$ cat config.mk
export PLATFORM = sky130hd
export DESIGN_NAME = pipeline_hazard_ctrl
export DESIGN_NICKNAME = d
export VERILOG_FILES = /design/src/rtl/riscv_pkg.sv /design/src/rtl/pipeline_hazard_ctrl_load_use_detect.sv /design/src/rtl/pipeline_hazard_ctrl.sv
export SDC_FILE = /design/constraint.sdc
export NUM_CORES = 1
export LEC_CHECK = 0
export BUFFER_PORTS_ARGS = -buffer_cell sky130_fd_sc_hd__buf_2
export CAP_MARGIN = 20
export CORE_MARGIN = 3
export CORE_UTILIZATION = 43
export DETAILED_ROUTE_END_ITERATION = 16
export PLACE_DENSITY = 0.83
export SYNTH_ARGS = -nofsm -noshare
export SYNTH_HDL_FRONTEND = slang
export SYNTH_SLANG_ARGS = --single-unit
$ cat constraint.sdc
create_clock -name clk -period 4.03 [get_ports clk]
set_input_delay 0.2015 -clock clk [delete_from_list [all_inputs] [get_ports clk]]
set_output_delay 0.2015 -clock clk [all_outputs]
set_load 0.02 [all_outputs]
$ cat src/rtl/riscv_pkg.sv
// Shared RISC-V pipeline definitions: opcodes, ALUOp encodings, the hazard
// sequencer state enum, the bubble control word and the hazard control vector.
package riscv_pkg;

    // Major opcodes seen by the decoder
    localparam logic [6:0] OPC_R    = 7'b0110011;
    localparam logic [6:0] OPC_LD   = 7'b0000011;
    localparam logic [6:0] OPC_IALU = 7'b0010011;
    localparam logic [6:0] OPC_SD   = 7'b0100011;
    localparam logic [6:0] OPC_SB   = 7'b1100011;
    localparam logic [6:0] OPC_JALR = 7'b1100111;
    localparam logic [6:0] OPC_JAL  = 7'b1101111;

    // ALUOp handed from the main decoder to the ALU decoder
    typedef enum logic [1:0] {
        ALUOP_ADD    = 2'b00,
        ALUOP_BRANCH = 2'b01,
        ALUOP_RTYPE  = 2'b10,
        ALUOP_ITYPE  = 2'b11
    } aluop_e;

    // Hazard sequencer states
    typedef enum logic [1:0] {
        RUN      = 2'b00,
        MEM_WAIT = 2'b01,
        ERR      = 2'b10
    } hz_state_e;

    // Decoded control word carried down the pipeline
    typedef struct packed {
        logic   reg_write;
        logic   mem_read;
        logic   mem_write;
        logic   mem_to_reg;
        logic   alu_src;
        logic   branch;
        logic   jump;
        aluop_e alu_op;
    } ctrl_word_t;

    // A bubble has every control bit cleared so it cannot change state
    localparam ctrl_word_t BUBBLE_CTRL = ctrl_word_t'(9'b0_0000_0000);

    // Enables/flushes driven by the hazard sequencer, in port order
    typedef struct packed {
        logic pc_write;
        logic if_id_write;
        logic if_id_flush;
        logic id_ex_write;
        logic id_ex_flush;
        logic ex_mem_write;
        logic mem_wb_flush;
        logic mem_err;
    } hz_ctl_t;

    localparam hz_ctl_t CTL_ADVANCE  = hz_ctl_t'(8'b1101_0100);
    localparam hz_ctl_t CTL_REDIRECT = hz_ctl_t'(8'b1111_1100);
    localparam hz_ctl_t CTL_BUBBLE   = hz_ctl_t'(8'b0001_1100);
    localparam hz_ctl_t CTL_FREEZE   = hz_ctl_t'(8'b0000_0010);
    localparam hz_ctl_t CTL_ERROR    = hz_ctl_t'(8'b0000_0011);

    // True when a producer rd feeds a consumer rs; x0 never creates a dependency
    function automatic logic reg_match(input logic [4:0] rd, input logic [4:0] rs);
        return (rd != 5'd0) && (rd == rs);
    endfunction

endpackage

$ cat src/rtl/pipeline_hazard_ctrl_load_use_detect.sv
// load_use_detect: flags an ID instruction that reads the destination of a
// load currently in EX (the value is not available until after MEM).
module load_use_detect
    import riscv_pkg::*;
(
    input  logic [4:0] id_rs1,
    input  logic [4:0] id_rs2,
    input  logic       id_uses_rs2,
    input  logic       ex_mem_read,
    input  logic [4:0] ex_rd,
    output logic       lu_hazard
);

    // Load in EX whose rd matches rs1, or rs2 when the ID instruction reads it
    always_comb begin
        lu_hazard = 1'b0;
        if (ex_mem_read) begin
            lu_hazard = reg_match(ex_rd, id_rs1) | (id_uses_rs2 & reg_match(ex_rd, id_rs2));
        end else begin
            lu_hazard = 1'b0;
        end
    end

endmodule

$ cat src/rtl/pipeline_hazard_ctrl.sv
// pipeline_hazard_ctrl: stall/flush sequencer for the 5-stage pipeline.
// Handles load-use bubbles, EX redirects, data-memory waits and a memory
// watchdog (MEM_TIMEOUT = 0 disables it).
// Optional build macro PIPE_HAZARD_PERF_CNT_EN adds saturating stall/flush
// performance counters; without it both counter ports read zero.
module pipeline_hazard_ctrl
    import riscv_pkg::*;
#(
    parameter int MEM_TIMEOUT = 64,
    parameter int CNT_W       = 32
)
(
    input  logic             clk,
    input  logic             reset,
    input  logic [4:0]       id_rs1,
    input  logic [4:0]       id_rs2,
    input  logic             id_uses_rs2,
    input  logic             ex_mem_read,
    input  logic [4:0]       ex_rd,
    input  logic             ex_redirect,
    input  logic             mem_req,
    input  logic             dmem_ready,
    output logic             pc_write,
    output logic             if_id_write,
    output logic             if_id_flush,
    output logic             id_ex_write,
    output logic             id_ex_flush,
    output logic             ex_mem_write,
    output logic             mem_wb_flush,
    output logic             mem_err,
    output logic [CNT_W-1:0] stall_cycles,
    output logic [CNT_W-1:0] flush_count
);

    // Counter holds the number of frozen cycles of the current memory wait
    localparam int             TO_W    = $clog2(MEM_TIMEOUT + 2);
    localparam logic           WDOG_EN = (MEM_TIMEOUT > 0);
    localparam logic [TO_W-1:0] TO_LAST = TO_W'(MEM_TIMEOUT - 1);
    localparam logic [TO_W-1:0] TO_MAX  = {TO_W{1'b1}};
    localparam logic [TO_W-1:0] TO_ONE  = TO_W'(1);

    hz_state_e       state_r;
    hz_state_e       state_nxt_s;
    logic [TO_W-1:0] to_cnt_r;
    logic [TO_W-1:0] to_cnt_nxt_s;
    logic            lu_hazard_s;
    logic            mem_hold_s;
    logic            run_eval_s;
    hz_ctl_t         ctl_s;

    load_use_detect u_load_use_detect (
        .id_rs1      (id_rs1),
        .id_rs2      (id_rs2),
        .id_uses_rs2 (id_uses_rs2),
        .ex_mem_read (ex_mem_read),
        .ex_rd       (ex_rd),
        .lu_hazard   (lu_hazard_s)
    );

    assign mem_hold_s = mem_req & ~dmem_ready;

    // Next-state, watchdog count and control vector from state and inputs
    always_comb begin
        ctl_s        = CTL_ADVANCE;
        state_nxt_s  = state_r;
        to_cnt_nxt_s = to_cnt_r;
        run_eval_s   = 1'b0;

        case (state_r)
            RUN: begin
                run_eval_s = 1'b1;
            end
            MEM_WAIT: begin
                if (dmem_ready) begin
                    // Access done: the frozen ID/EX contents are judged now
                    state_nxt_s  = RUN;
                    to_cnt_nxt_s = {TO_W{1'b0}};
                    run_eval_s   = 1'b1;
                end else begin
                    ctl_s = CTL_FREEZE;
                    if (WDOG_EN && (to_cnt_r >= TO_LAST)) begin
                        state_nxt_s = ERR;
                    end else if (to_cnt_r != TO_MAX) begin
                        to_cnt_nxt_s = to_cnt_r + TO_ONE;
                    end else begin
                        to_cnt_nxt_s = to_cnt_r;
                    end
                end
            end
            ERR: begin
                ctl_s = CTL_ERROR;
            end
            default: begin
                ctl_s        = CTL_ERROR;
                state_nxt_s  = ERR;
                to_cnt_nxt_s = {TO_W{1'b0}};
            end
        endcase

        if (run_eval_s) begin
            if (mem_hold_s) begin
                ctl_s        = CTL_FREEZE;
                state_nxt_s  = MEM_WAIT;
                to_cnt_nxt_s = TO_ONE;
            end else if (ex_redirect) begin
                // ID instruction is squashed, so any load-use hazard is moot
                ctl_s = CTL_REDIRECT;
            end else if (lu_hazard_s) begin
                ctl_s = CTL_BUBBLE;
            end else begin
                ctl_s = CTL_ADVANCE;
            end
        end else begin
            ctl_s = ctl_s;
        end
    end

    // While reset is held the pipeline runs freely with no error indication
    always_comb begin
        if (reset) begin
            {pc_write, if_id_write, if_id_flush, id_ex_write,
             id_ex_flush, ex_mem_write, mem_wb_flush, mem_err} = CTL_ADVANCE;
        end else begin
            {pc_write, if_id_write, if_id_flush, id_ex_write,
             id_ex_flush, ex_mem_write, mem_wb_flush, mem_err} = ctl_s;
        end
    end

    // State and watchdog counter registers
    always_ff @(posedge clk or posedge reset) begin
        if (reset) begin
            state_r  <= RUN;
            to_cnt_r <= {TO_W{1'b0}};
        end else begin
            state_r  <= state_nxt_s;
            to_cnt_r <= to_cnt_nxt_s;
        end
    end

`ifdef PIPE_HAZARD_PERF_CNT_EN
    logic [CNT_W-1:0] stall_cnt_r;
    logic [CNT_W-1:0] flush_cnt_r;
    logic             stall_evt_s;
    logic             flush_evt_s;

    assign stall_evt_s = ~ctl_s.pc_write & (state_r != ERR);
    assign flush_evt_s = ctl_s.if_id_flush;

    // Saturating performance counters for stall cycles and acted-on redirects
    always_ff @(posedge clk or posedge reset) begin
        if (reset) begin
            stall_cnt_r <= {CNT_W{1'b0}};
            flush_cnt_r <= {CNT_W{1'b0}};
        end else begin
            if (stall_evt_s && (stall_cnt_r != {CNT_W{1'b1}})) begin
                stall_cnt_r <= stall_cnt_r + CNT_W'(1);
            end else begin
                stall_cnt_r <= stall_cnt_r;
            end
            if (flush_evt_s && (flush_cnt_r != {CNT_W{1'b1}})) begin
                flush_cnt_r <= flush_cnt_r + CNT_W'(1);
            end else begin
                flush_cnt_r <= flush_cnt_r;
            end
        end
    end

    assign stall_cycles = stall_cnt_r;
    assign flush_count  = flush_cnt_r;
`else
    assign stall_cycles = {CNT_W{1'b0}};
    assign flush_count  = {CNT_W{1'b0}};
`endif

endmodule

==> flow_summary.ini <==
[sta]
hold_viol_final = 0
slew_headroom = 0.616
tightestPinTransition_ns = 0.572
fin_crit_ns = 1.96
rsz0062_at_grt = no
setup_viol = 0
period_share = 0.487
skew_ns = 0.000250
setup_tns_ns = 0
max_freq_mhz = 509
drv_slew = 0

[drt]
drtPass1Iterations = 4
avgViaCountPerCell = 4.28
drt_iter0_markers = 14
vias = 903
routed_wl_um = 2150
wire_per_inst_um = 10.2
drc = 0
ant_nets = 0

[global_routing]
use_met2 = 0.198
antenna_found_initial = 0
met3_usage = 0.00654
gr-total-overflow = 0
grt-busiest-layer = met2
met1_usage = 0.138
grt_usage = 0.113
grt_max_degree = 16
grt_pass1_wl_um = 3040
grt_pass1_vias = 662

[clocking]
cts_sinks = 9
clk_pin_slew_ns = 0.06
insertion_delay_ns = 0.26
cts_buffers = 3
clockBufferDepth = 2
cts_resized = 0
htree_num_levels = 1
cts_tree = yes
clock-root-buffer = clkbuf_4

[place]
dp.final_hpwl_um = 1860
place_inst = 206
gp_congestion = 0.791
io_buffers = 29

[power]
peakVddDrop_v = 0.000137
p_per_area_mw_per_mm2 = 245
leakage_nw = 0.615

[synthesis]
ys_seq_area_frac = 0.185
synth-async-reset-ratio = 1.00
synth_ff_type = dfrtp_1
ys_types = 40
ys_ff_latch = 9
synth_edf_count = 0
syn_area_mm2 = 0.00122
synth.avg_cell_area_um2 = 8.00
ys_warn_count = 0
synthCells = 152

[layout]
fill_cells = 260
final_common_cell = conb_1
mostFrequentLayoutCells = 64 x conb_1, 29 x buf_2, 9 x xor2_1, 9 x dfrtp_1
antennaDiodeCount = 0
nNetsFinal = 205
syn_to_final_growth_pct = -4.01
drive_gt1_frac = 0.215
stdcell_count = 211

[worst_setup_path]
critPathMaxFanout = 15
critPathCaptureType = primary output
start_kind = register
worstSetupPathType = register to primary output
worstPathRequired_ns = 3.83
crit_arrival_ns = 1.76

[die]
initial_core_util = 0.470
die_area_mm2 = 0.00350
core_area_mm2 = 0.00259
fp.dieH_um = 59.2
die_x_um = 59.2
rows = 18
ioPinCount = 94

[run_status]
status = finished clean

[hold_path]
holdCritPathClass = primary input to register

[run]
drv_cap = 0
[report_power, final]
group,internal (mW),switching (mW),total (mW)
registers,0.0943,0.00775,0.102
logic,0.0284,0.0860,0.114
clock network,0.0381,0.0310,0.0691
[through the flow]
step	util	instance area (um^2)	power [mW]	hold slack (ns)	setup WS [ns]
global route	0.451	1170	0.306	0.154	2.00
detailed placement	0.437	1130	0.215	0.226	2.37
floorplan	-	1450	0.241	0.0294	2.49
finish	0.451	1170	0.286	0.158	2.07
CTS	0.451	1170	0.286	0.152	2.08
global placement	0.437	1130	0.214	0.228	2.41
[flip-flops by register name, indices dropped and copies added (netlist names)]
register,count
state_r,2
to_cnt_r,7
[area by class of cell]
type                            instances  area, um^2  share of cell area
Multi-Input combinational cell        131         697               0.597
Sequential cell                         9         225               0.193
Timing Repair Buffer                   30         155               0.133
Tap cell                               30        37.5              0.0322
Clock buffer                            4        26.3              0.0225
Inverter                                7        26.3              0.0225
[timing repair]
action,CTS,global route
endpoints found under the hold margin,9,0
setup buffers,0,0
hold buffers,1,0
[routing by layer]
metal	wire [um]	vias up	share of wire
li1	-	439	-
met1	820	411	0.38
met2	1120	51	0.52
met3	195	2	0.091
met4	14	0	0.0065
met5	0	-	0
[worst max-delay path, stage by stage (launching register included)]
cell and delay (ns):
dfrtp_1 0.54, o21ba_2 0.29, nor3_1 0.22, and2_1 0.18
o21bai_1 0.10, buf_2 0.17
[cells in the mapped netlist, types with 2 or more instances]
cell type	n	share of area
o211ai_1	2	0.012
inv_1	7	0.022
dfrtp_1	9	0.19
xor2_1	9	0.065
nand2_1	7	0.022
nor2_1	7	0.022
o21ai_1	2	0.0082
nor3_1	4	0.016
nand4_1	2	0.010
nand2b_1	2	0.010
a211oi_2	2	0.021
buf_4	66	0.41
nand3_1	2	0.0082
a21oi_1	5	0.021
[path summary, 6_finish.rpt]
| check | endpoint | start | cells past startpoint | slack (ns) |
|---|---|---|---|---|
| setup / recovery | id_ex_flush | state_r[0] | 5 | 2.07 |
| hold / removal | state_r[0] | dmem_ready | 2 | 0.16 |
| setup reg to reg | to_cnt_r[4] | state_r[0] | 4 | 2.34 |
| hold reg to reg | state_r[0] | state_r[1] | 1 | 0.56 |
| max in group asynchronous | to_cnt_r[3] | reset | 3 | 3.28 |
| min in group asynchronous | to_cnt_r[0] | reset | 3 | 0.50 |
[cells by family after synthesis]
logic type / share of synthesized area
and+or+nand+nor: 0.137
xor gates and xnor gates: 0.0720
adders and majority gates: 0.0103
buffers and inverters: 0.436
DFF: 0.185
muxes: 0.00926
other: 0.00308
AOI/OAI and AO/OA: 0.147
(Power assumes the default switching activity.)
